### src/rtl/uart_rx_frame_ctrl.sv
// UART receive frame controller: start detection, 3-sample majority voting,
// LSB-first deserialisation, parity-checker handshake and frame qualification.
module uart_rx_frame_ctrl #(
  parameter int data_width = 8
) (
  input  logic                  rx_clk,
  input  logic                  rst_n,
  input  logic                  rx_in,
  input  logic [5:0]            prescale,
  input  logic                  parity_enable,
  input  logic                  parity_error,
  output logic                  sampled_bit,
  output logic [data_width-1:0] p_data,
  output logic                  parity_check_enable,
  output logic                  data_valid,
  output logic                  framing_error,
  output logic                  start_glitch,
  output logic                  busy
);

  localparam int BIT_W = (data_width > 1) ? $clog2(data_width) : 1;
  localparam logic [BIT_W-1:0] LAST_BIT = BIT_W'(data_width - 1);

  typedef enum logic [2:0] {IDLE, START, DATA, PARITY, STOP} state_e;

  state_e                state_q, state_d;
  logic [4:0]            edge_cnt_q, edge_cnt_d;
  logic [4:0]            p_last_q, p_last_d;     // latched P-1 for the frame
  logic [BIT_W-1:0]      bit_cnt_q, bit_cnt_d;
  logic                  par_en_q, par_en_d;
  logic [2:0]            samples_q, samples_d;
  logic                  sampled_q, sampled_d;
  logic [data_width-1:0] p_data_q, p_data_d;
  logic                  busy_q, busy_d;

  logic [4:0] mid;
  logic       last_edge;
  logic       majority;

  assign mid       = {1'b0, p_last_q[4:1]} + 5'd1;
  assign last_edge = (edge_cnt_q == p_last_q);
  assign majority  = (samples_q[0] & samples_q[1]) | (samples_q[0] & samples_q[2]) |
                     (samples_q[1] & samples_q[2]);

  // NOTE: sequential state uses non-blocking assignments so every flop samples
  // pre-edge values regardless of process evaluation order.
  always_ff @(posedge rx_clk or negedge rst_n) begin
    if (!rst_n) begin
      state_q    <= IDLE;
      edge_cnt_q <= '0;
      p_last_q   <= '0;
      bit_cnt_q  <= '0;
      par_en_q   <= 1'b0;
      samples_q  <= '0;
      sampled_q  <= 1'b0;
      p_data_q   <= '0;
      busy_q     <= 1'b0;
    end else begin
      state_q    <= state_d;
      edge_cnt_q <= edge_cnt_d;
      p_last_q   <= p_last_d;
      bit_cnt_q  <= bit_cnt_d;
      par_en_q   <= par_en_d;
      samples_q  <= samples_d;
      sampled_q  <= sampled_d;
      p_data_q   <= p_data_d;
      busy_q     <= busy_d;
    end
  end

  always_comb begin
    // NOTE: every signal gets a hold-value default first so no path leaves it
    // unassigned, which would otherwise infer a latch.
    state_d    = state_q;
    edge_cnt_d = edge_cnt_q;
    p_last_d   = p_last_q;
    bit_cnt_d  = bit_cnt_q;
    par_en_d   = par_en_q;
    samples_d  = samples_q;
    sampled_d  = sampled_q;
    p_data_d   = p_data_q;

    if (state_q == IDLE) begin
      if (!rx_in) begin
        state_d    = START;
        edge_cnt_d = 5'd1;
        case (prescale)
          6'd16:   p_last_d = 5'd15;
          6'd32:   p_last_d = 5'd31;
          default: p_last_d = 5'd7;
        endcase
      end
    end else begin
      edge_cnt_d = last_edge ? 5'd0 : edge_cnt_q + 5'd1;

      if (edge_cnt_q == mid - 5'd1) samples_d[0] = rx_in;
      if (edge_cnt_q == mid)        samples_d[1] = rx_in;
      if (edge_cnt_q == mid + 5'd1) samples_d[2] = rx_in;
      if (edge_cnt_q == mid + 5'd2) sampled_d    = majority;

      if (last_edge) begin
        case (state_q)
          START: begin
            state_d   = sampled_q ? IDLE : DATA;
            bit_cnt_d = '0;
          end
          DATA: begin
            p_data_d  = {sampled_q, p_data_q[data_width-1:1]};
            bit_cnt_d = bit_cnt_q + 1'b1;
            if (bit_cnt_q == LAST_BIT) begin
              par_en_d = parity_enable;
              state_d  = parity_enable ? PARITY : STOP;
            end
          end
          PARITY:  state_d = STOP;
          default: state_d = IDLE;
        endcase
      end
    end

    busy_d = (state_d != IDLE);
  end

  // Pulses are decoded from registered state only; parity_error is the
  // checker's own registered result.
  always_comb begin
    sampled_bit         = sampled_q;
    p_data              = p_data_q;
    busy                = busy_q;
    start_glitch        = (state_q == START)  && last_edge && sampled_q;
    parity_check_enable = (state_q == PARITY) && last_edge;
    framing_error       = (state_q == STOP)   && last_edge && !sampled_q;
    data_valid          = (state_q == STOP)   && last_edge && sampled_q &&
                          !(par_en_q && parity_error);
  end

endmodule

### config.mk
export PLATFORM = sky130hd
export DESIGN_NAME = uart_rx_frame_ctrl
export DESIGN_NICKNAME = d
export VERILOG_FILES = /design/src/rtl/uart_rx_frame_ctrl.sv
export SDC_FILE = /design/constraint.sdc
export NUM_CORES = 1
export LEC_CHECK = 0
export ABC_AREA = 1
export BUFFER_PORTS_ARGS = -buffer_cell sky130_fd_sc_hd__clkbuf_2
export CORE_AREA = 2 2 78 80
export CTS_CLUSTER_SIZE = 30
export DETAILED_ROUTE_END_ITERATION = 6
export DIE_AREA = 0 0 80 82
export GPL_TIMING_DRIVEN = 1
export HOLD_SLACK_MARGIN = 0.02
export PLACE_DENSITY_LB_ADDON = 0.2
export SETUP_SLACK_MARGIN = 0.4
export SYNTH_ARGS = -nofsm -noshare
export SYNTH_HDL_FRONTEND = slang
export SYNTH_SLANG_ARGS = --single-unit
### constraint.sdc
create_clock -name rx_clk -period 1.7 [get_ports rx_clk]
set_input_delay 0.085 -clock rx_clk [delete_from_list [all_inputs] [get_ports rx_clk]]
set_output_delay 0.085 -clock rx_clk [all_outputs]
set_load 0.05 [all_outputs]
==> flow_summary.yaml <==
hold_path:
  min_to: "p_last_q[2]$_DFFE_PN0P_"
  min_path_type: "input port to flop"
  holdPathStages: 2
  holdCritStartpoint: "rx_in"
yosys:
  ys_seq_elements: 28
  synth_seq_area_share: 0.426
  syn_area_per_cell_sq_um: 7.58
  synthArstFlopShare: 1.00
  yosys.area.top_type_share: 0.426
  syn_nets: 232
  synth_area_leaders: "dfrtp_1 43%, nand2_1 18%, inv_1 5.2%, nand3_1 4.3%, nor2_1 3.7%"
  synth_edf_count: 0
  synth_top_area_cell: "dfrtp_1"
  synthFlopType: "dfrtp_1"
  yosysUniqueCellTypes: 27
  syn_inst: 217
  synthesis.area_sq_mm: 0.00165
  yosysWarningCount: 0
drt:
  drtIter0Drc: 41
  drc: 0
  dr.pass1.iters: 4
  avgViaCountPerCell: 4.42
  wl_mm: 4.38
  post_drt_wl_per_cell_um: 12.6
  vias: 1543
  ant_nets: 0
outcome:
  status: "finished, violations left"
  violations: "setup timing"
layout:
  area_delta_synth_final_pct: 54.8
  final_cell_mix: "54 x nand2_1, 23 x dfrtp_1, 23 x buf_4"
  diodes: 0
  final_common_cell: "nand2_1"
  fin_util: 0.443
  final_layout_size_suffix_gt1_frac: 0.515
  fin_nets: 290
timing:
  hold_viol_final: 0
  min_period_ns: 1.71
  max_freq_ghz: 0.584
  fin_ws_ns: -0.0117
  fin_crit_sh: 1.01
  finalMaxSlewViolations: 0
  finalClockSkew_ns: 0.00465
  maxSlewHeadroom: 0.678
  rsz0062_at_grt: "true"
  finalSetupViolCount: 2
  worst_pin_slew_ns: 0.483
  setup-tns-final_ns: -0.0223
  whs_ns: 0.118
setup_path:
  worstPathMaxFanout: 5
  cp_slowest_stage_delay_ns: 0.51
  arrival_ns: 1.63
  r2r_slack_ns: 0.06
  end_kind: "output port"
  cp-start-kind: "flop"
  required_ns: 1.62
  path_cells: "inv_4 -> nand2_2 -> nand2_4 -> nand2_4 -> nor2_8 -> nand3_4 -> nor2_4 -> buf_8"
  r2r_cells: 8
  rr_endpoint: "samples_q[2]$_DFFE_PN0P_"
  crit_slowest_cell: "dfrtp_2"
  rr_startpoint: "p_last_q[2]$_DFFE_PN0P_"
  cp_common_cell: "nand2_4"
  worstSetupPathType: "flop to output port"
clock_network:
  clock_path_buffers: 2
  cts_root_buffer: "clkbuf_8"
  cts.sinks: 28
  clk_pin_slew_ns: 0.10
  cts_tree: "done"
  cts.htree.levels: 1
  cts_buffers: 3
  clk_latency_ns: 0.28
power_and_ir_drop:
  finalPower_mw: 4.01
  power_frac_seq: 0.269
  p_sw_mw: 1.83
  intPower_mw: 2.18
  p_leak_nw: 1.23
  clkPwrFrac: 0.135
  worst_ir_drop_vdd_v: 0.000976
  p_sw_frac: 0.457
  p_per_area_mw_per_mm2: 1580
  pwr-share-comb: 0.595
floorplan:
  start_util: 0.286
  dieArea_sq_mm: 0.00656
  die_y_um: 82
  fp-row-count: 28
  coreArea_sq_mm: 0.00575
  io_pins: 25
  die_w_um: 80
global_route:
  grt_antenna_before_repair: 0
  grt_pass1_vias: 1499
  globalRouteTotalUtil: 0.136
  grt_max_degree: 19
  grt-ovfl-total: 0
  grt_pass1_wl_mm: 6.99
run:
  maxCapViolCount: 0
placed_design:
  port_buffers: 24
  post-dp-hpwl_mm: 2.85
  pre_cts_ws_ns: 0.0387
  gp_congestion: 0.843
[sequential cells by signal, indices dropped and copies added, names as in the netlist]
name	count
p_last_q	3
busy	1
samples_q	3
state_q	3
edge_cnt_q	5
sampled_bit	1
p_data	8
bit_cnt_q	3
par_en_q	1
[power groups by stage]
stage	sequential [mW]	clock, mW	combinational, mW
2_1_floorplan	1.12	0	1.18
3_3_place_gp	1.09	0	1.57
3_5_place_dp	1.09	0	1.57
4_1_cts	1.06	0.555	1.97
5_1_grt	1.11	0.575	2.62
6_report	1.08	0.543	2.39
[synth_stat cells (2+ instances only)]
cell type and count:
o22ai_1 3, nor3_1 3, nand2_2 3, xor2_1 4, nand4_1 2, nand2_1 78
nand3_1 14, nand2_4 2, o21ai_0 11, dfrtp_1 28, inv_1 23, inv_2 5
ha_1 4, o21ai_1 2, xnor2_1 3, o21ai_2 5, nor2_2 2, nor2_1 16
[metrics by stage]
stage / instance area, sq um / cells
2_1_floorplan: 1750 / 217
3_3_place_gp: 1960 / 318
3_5_place_dp: 1960 / 318
4_1_cts: 2300 / 340
5_1_grt: 2550 / 349
6_report: 2550 / 349
[metal layers]
metal  part of all wire  GRT usage  vias up
met5                  0          0        -
li1                   -          -      796
met4             0.0096     0.0356        0
met1               0.47      0.180      722
met3              0.031     0.0253        2
met2               0.49      0.229       23
[repair_timing]
action / CTS / global route
hold buffers: 1 / 0
buffers inserted: 17 / 8
setup endpoints to repair: 30 / 32
resized for setup: 35 / 55
cloned: 0 / 1
pin swaps: 11 / 18
hold endpoints to repair: 17 / 0
[worst max-delay path: cells and delay by family, from the launching register on]
kind                   cells  cell delay, ns
buffers and inverters      2            0.25
flip-flops                 1            0.51
AND/OR/NAND/NOR            6            0.58
[worst max path at each step]
| stage | startpoint | to | slack [ns] | depth (start not counted) |
|---|---|---|---|---|
| 2_1_floorplan | p_last_q[2]$_DFFE_PN0P_ | data_valid | 0.24 | 7 |
| 3_3_place_gp | edge_cnt_q[4]$_DFFE_PN0P_ | framing_error | 0.06 | 8 |
| 3_5_place_dp | p_last_q[2]$_DFFE_PN0P_ | framing_error | 0.04 | 8 |
| 4_1_cts | p_last_q[2]$_DFFE_PN0P_ | framing_error | 0.001 | 8 |
| 5_1_grt | p_last_q[2]$_DFFE_PN0P_ | data_valid | -0.08 | 8 |
| 6_report | p_last_q[2]$_DFFE_PN0P_ | data_valid | -0.01 | 8 |
[area by class of cell]
class / instances / area [sq um]
well taps: 75 / 93.8
fillers: 575 / 3200
flip-flops and latches: 28 / 707
inverters: 28 / 115
clock inverters: 1 / 30.0
multi-input cells: 159 / 1130
repair buffers: 55 / 430
clock buffers: 3 / 41.3
[cells by family (layout without fill, tap and decap cells)]
group | Yosys count | in the layout | share of synthesized area
adders and majority gates | 5 | 5 | 0.0365
xor gates and xnor gates | 8 | 8 | 0.0472
and+or+nand+nor | 123 | 124 | 0.332
DFF | 28 | 28 | 0.426
buffers and inverters | 31 | 87 | 0.0768
AOI/OAI and AO/OA | 22 | 22 | 0.0821
Power figures use the tool's default switching activity.
